`src/rtl/wb_regbank_n.sv`:
```
// Parametrised pipelined-Wishbone register bank: NREGS x WIDTH control/status
// registers with byte-lane writes, per-register write strobes and bus errors.
module wb_regbank_n #(
  parameter int               NREGS     = 4,
  parameter int               WIDTH     = 32,
  parameter logic [WIDTH-1:0] RESET_VAL = '0,
  parameter logic [NREGS-1:0] RO_MASK   = '0,
  localparam int              AW        = $clog2(NREGS)
) (
  input  logic                   clk_i,
  input  logic                   rst_i,
  input  logic                   wb_cyc_i,
  input  logic                   wb_stb_i,
  input  logic [AW+1:2]          wb_adr_i,
  input  logic [3:0]             wb_sel_i,
  input  logic                   wb_we_i,
  input  logic [31:0]            wb_dat_i,
  output logic                   wb_ack_o,
  output logic                   wb_err_o,
  output logic                   wb_rty_o,
  output logic                   wb_stall_o,
  output logic [31:0]            wb_dat_o,
  output logic [NREGS*WIDTH-1:0] ctrl_o,
  output logic [NREGS-1:0]       ctrl_wr_o,
  input  logic [NREGS*WIDTH-1:0] sts_i
);

  logic [WIDTH-1:0] regs [NREGS];

  logic          en, rd_req, wr_req;
  logic          rip, wip, wr_done_q;
  logic [AW-1:0] rd_idx;
  logic          rd_hit;
  logic [WIDTH-1:0] rd_val;

  logic             d0_valid;
  logic [AW-1:0]    d0_idx;
  logic [3:0]       d0_sel;
  logic [WIDTH-1:0] d0_dat;
  logic [31:0]      d0_bmask;
  logic             d0_hit, d0_ro, d0_legal, d0_any;

  assign en         = wb_cyc_i & wb_stb_i;
  assign rd_req     = en & ~wb_we_i & ~rip;
  assign wr_req     = en & wb_we_i & ~wip;
  assign rd_idx     = wb_adr_i;
  assign wb_stall_o = en & ~(wb_ack_o | wb_err_o);
  assign wb_rty_o   = 1'b0;

  // Upper data bits are simply dropped when WIDTH < 32.
  logic unused_dat;
  assign unused_dat = ^wb_dat_i;

  // NOTE: every variable gets a default before the loop, so no latch is inferred.
  always_comb begin
    rd_hit = 1'b0;
    rd_val = '0;
    for (int i = 0; i < NREGS; i++) begin
      if (rd_idx == AW'(i)) begin
        rd_hit = 1'b1;
        rd_val = RO_MASK[i] ? sts_i[i*WIDTH +: WIDTH] : regs[i];
      end
    end
  end

  always_comb begin
    d0_hit = 1'b0;
    d0_ro  = 1'b0;
    for (int i = 0; i < NREGS; i++) begin
      if (d0_idx == AW'(i)) begin
        d0_hit = 1'b1;
        d0_ro  = RO_MASK[i];
      end
    end
    for (int k = 0; k < 4; k++) d0_bmask[8*k +: 8] = {8{d0_sel[k]}};
  end

  assign d0_legal = d0_valid & d0_hit & ~d0_ro;
  // A write only counts as a write if some selected lane lands inside WIDTH.
  assign d0_any   = |d0_bmask[WIDTH-1:0];

  // NOTE: the register array is small flop storage, so every entry is reset
  // to RESET_VAL; it is not a RAM macro.
  always_ff @(posedge clk_i or posedge rst_i) begin
    if (rst_i) begin
      for (int i = 0; i < NREGS; i++) regs[i] <= RESET_VAL;
    end else if (d0_legal) begin
      for (int i = 0; i < NREGS; i++) begin
        if (d0_idx == AW'(i) && !RO_MASK[i])
          regs[i] <= (regs[i] & ~d0_bmask[WIDTH-1:0]) | (d0_dat & d0_bmask[WIDTH-1:0]);
      end
    end
  end

  // NOTE: all state here uses non-blocking assignment so every flop samples
  // pre-edge values regardless of statement order.
  always_ff @(posedge clk_i or posedge rst_i) begin
    if (rst_i) begin
      wb_ack_o  <= 1'b0;
      wb_err_o  <= 1'b0;
      wb_dat_o  <= '0;
      ctrl_wr_o <= '0;
      rip       <= 1'b0;
      wip       <= 1'b0;
      wr_done_q <= 1'b0;
      d0_valid  <= 1'b0;
      d0_idx    <= '0;
      d0_sel    <= '0;
      d0_dat    <= '0;
    end else begin
      wb_ack_o <= (rd_req & rd_hit) | d0_legal;
      wb_err_o <= (rd_req & ~rd_hit) | (d0_valid & ~d0_legal);
      if (rd_req) wb_dat_o <= 32'(rd_val);
      // A read always completes the cycle after acceptance.
      rip       <= rd_req;
      d0_valid  <= wr_req;
      wr_done_q <= d0_valid;
      if (wr_req) begin
        d0_idx <= wb_adr_i;
        d0_sel <= wb_sel_i;
        d0_dat <= wb_dat_i[WIDTH-1:0];
      end
      if (wr_req)         wip <= 1'b1;
      else if (wr_done_q) wip <= 1'b0;
      ctrl_wr_o <= '0;
      for (int i = 0; i < NREGS; i++) begin
        if (d0_legal && d0_any && d0_idx == AW'(i)) ctrl_wr_o[i] <= 1'b1;
      end
    end
  end

  for (genvar i = 0; i < NREGS; i++) begin : g_ctrl
    assign ctrl_o[i*WIDTH +: WIDTH] = RO_MASK[i] ? '0 : regs[i];
  end

endmodule

```
`config.mk`:
```
export PLATFORM = sky130hd
export DESIGN_NAME = wb_regbank_n
export DESIGN_NICKNAME = d
export VERILOG_FILES = /design/src/rtl/wb_regbank_n.sv
export SDC_FILE = /design/constraint.sdc
export NUM_CORES = 1
export LEC_CHECK = 0
export BUFFER_PORTS_ARGS = -buffer_cell sky130_fd_sc_hd__buf_2
export CAP_MARGIN = 30
export CORE_MARGIN = 1.5
export CORE_UTILIZATION = 44
export CTS_CLUSTER_DIAMETER = 40
export CTS_CLUSTER_SIZE = 16
export DETAILED_ROUTE_END_ITERATION = 16
export GPL_ROUTABILITY_DRIVEN = 0
export GPL_TIMING_DRIVEN = 0
export PLACE_DENSITY = 0.76
export SYNTH_ARGS = -nofsm -noshare
export SYNTH_HDL_FRONTEND = slang
export SYNTH_SLANG_ARGS = --single-unit
```
`constraint.sdc`:
```
create_clock -name clk_i -period 5.85 [get_ports clk_i]
set_input_delay 0.2925 -clock clk_i [delete_from_list [all_inputs] [get_ports clk_i]]
set_output_delay 0.2925 -clock clk_i [all_outputs]
set_load 0.02 [all_outputs]
```
==> results.yml <==
global_route:
  grt_pass1_wl_mm: 32.6
  grt_usage_pct: 20.8
  grt_start_max_net_pins: 46
  first_global_vias: 5839
  grt_antenna_before_repair: 4
  globalRoute.totalOverflow: 0
routing:
  drt_first_pass_iters: 4
  post-route-drc-count: 0
  detail-route-antenna-nets: 0
  dr_total_vias: 5446
  detail_route.wl_per_cell_um: 20.6
  drt_first_iter_violations: 200
  detail_route.vias_per_cell: 5.22
  totalWireLength_mm: 21.4
pwr:
  power_density_nw_per_um2: 498
  p_leak_nw: 6.17
  worst_ir_drop_on_vdd_mv: 0.412
  power_mw: 5.77
flow_run:
  maxCapViolations: 0
timing:
  report.final.hold_viol_count: 0
  maxSlewViolCount: 0
  setup_viol: 0
  slew_headroom_pct: 52.1
  hold_ws_ns: 0.0315
  finalCriticalPeriod_ns: 1.86
  max_freq_mhz: 536
  fin_worst_skew_ns: 0.0184
  totalNegativeSetupSlack_ns: 0
  setup_repair_after_global_routing_missed_its_margin: "false"
  final.period_utilization_pct: 31.9
  tightest_slew_ns: 0.715
finish:
  layout.nets: 923
  post_route_cells_drive_above_1_share_pct: 69.1
  area_growth_syn_to_layout_pct: 31.6
  utilization_pct: 59.3
floorplanning:
  top_level_ports: 339
  initial_core_util_pct: 45.0
  num_rows: 51
  coreArea_sq_um: 19500
  die-height_um: 144
  die_x_um: 144
  design.die.area_sq_um: 20800
worst_setup_path:
  slowest_stage_delay_cp_ns: 0.65
  ff2ff_path_depth: 3
  timing.critical_path.slowest_stage_cell: "nand4b_1"
  crit_cells: 3
  timing.critical_path.to_type: "register"
  path_class: "reg2reg"
  path_delay_family: "simple AND/OR/NAND/NOR gates"
  startpoint_type: "register"
  critPathArrivalTime_ns: 2.22
  ordered_cell_list_for_the_critical_path: "buf_4 > nand4b_1 > mux2_2"
  cp.required_ns: 6.20
  critical_path.max_fanout: 10
  count_of_buffer_and_inverter_cells_on_the_critical_path: 1
yosys:
  synth_commonest_cells: "dfrtp_1 (208), mux2_2 (169), mux2_4 (29), mux4_2 (29), buf_2 (13)"
  yosys_most_used_dff: "dfrtp_1"
  post_synth.cell_area_avg_sq_um: 17.6
  synth-seq-cells: 208
  ffs_w_async_s_r_synth_pct: 100
  ys_seq_area_share_pct: 59.2
  library_cell_occupying_the_most_area_in_the_post_synthesis_netlist: "dfrtp_1"
  synth.lib_cells_used.distinct: 24
  most_frequent_cell_after_synthesis: "dfrtp_1"
  synthesis.area_sq_um: 8790
  synthesis.instances: 501
  yosysWarnings: 0
  synth.top_cells.by_area: "dfrtp_1 (59%), mux2_2 (22%), mux4_2 (7.4%)"
  synth_enable_flop_cells: 0
  synth.top_cell.area_share_pct: 59.2
min_path:
  whs_path_depth: 2
  holdCritPathClass: "in2reg"
clocking:
  clock_tree.root_cell: "clkbuf_16"
  clock_tree.buffer_depth: 3
  post-cts-setup-buffer-count: 0
  htreeDepth: 2
  tritoncts: "built"
  clkLatencyLatePin_ns: 0.49
  cts_buffers: 35
  clock-sinks: 208
  clk_pin_slew_worst_setup_hold_paths_ns: 0.05
place:
  buffer_ports.inserted: 207
  place_hpwl_mm: 14.8
run_status:
  status: "finished, final reports clean"
-- layout make-up --
cell class,count,area (sq um)
timing repair buffer,213,1150
clock buffer,43,978
multi-input combinational,260,3360
buffer,31,223
clock inverter,18,304
antenna,2,5.00
inverter,3,15.0
sequential,208,5200
tap,265,332
fill,1515,7950
-- routing by layer --
metal / vias to the layer above / global-route usage, % / routed length (um)
met4: 2 / 6.80 / 401
met5: - / 0 / 13
met3: 37 / 5.76 / 1550
met2: 198 / 33.9 / 10300
li1: 2383 / - / -
met1: 2826 / 27.1 / 9130
-- layout by cell type, fill, tap and decap left out, drive strengths merged, types with 2 or more instances in the layout --
cell type  instances
clkinv             3
bufinv             7
nor4bb             5
nand4              4
conb               2
mux2             198
inv                7
nor3               2
nand2              2
dfrtp            208
diode              2
clkbuf            48
mux4              32
clkinvlp           4
buf              238
nand4b             9
-- per-stage QoR --
stage                     std cells  setup WS [ns]  cell area [sq um]
after floorplan                 502           2.86               8800
after global placement          974           1.88              10200
after detailed placement        979           4.00              10300
after CTS                      1041           3.99              11600
after global routing           1041           3.96              11600
final                          1043           3.99              11600
-- cells by family (layout without fill, tap and decap cells) --
family / Yosys count / in the layout / synth area share, %
multiplexers: 230 / 230 / 34.9
buffers and inverters: 34 / 308 / 2.66
AND/OR/NAND/NOR: 27 / 27 / 3.13
AO/OA/AOI/OAI: 1 / 1 / 0.0569
other: 1 / 4 / 0.0426
flip-flops: 208 / 208 / 59.2
-- timing repair --
item / CTS / global route
hold buffers: 1 / 0
gates resized for setup: 0 / 0
endpoints found under the hold margin: 10 / 0
-- power by group --
group	total, mW	internal, mW	switching [mW]
clock network	2.21	1.51	0.702
logic	1.38	0.662	0.716
registers	2.18	1.84	0.339
-- worst paths after layout --
kind	from	slack, ns	to
max in group asynchronous	rst_i	4.68	async pin
min reg2reg	d0_valid$_DFF_PP0_	0.42	wr_done_q$_DFF_PP0_
max reg2reg	d0_idx[0]$_DFFE_PP0P_	3.99	register
min in group asynchronous	rst_i	0.33	async pin
min	wb_dat_i[24]	0.03	d0_dat[24]$_DFFE_PP0P_
max	d0_idx[0]$_DFFE_PP0P_	3.99	register
-- worst reg2reg max path: cells and delay by family (launching register included) --
family,cells,cell delay [ns]
buf+inv,1,0.18
simple gates,1,0.65
flops,1,0.39
mux,1,0.51
No activity file was read; power rests on OpenSTA's default activity.
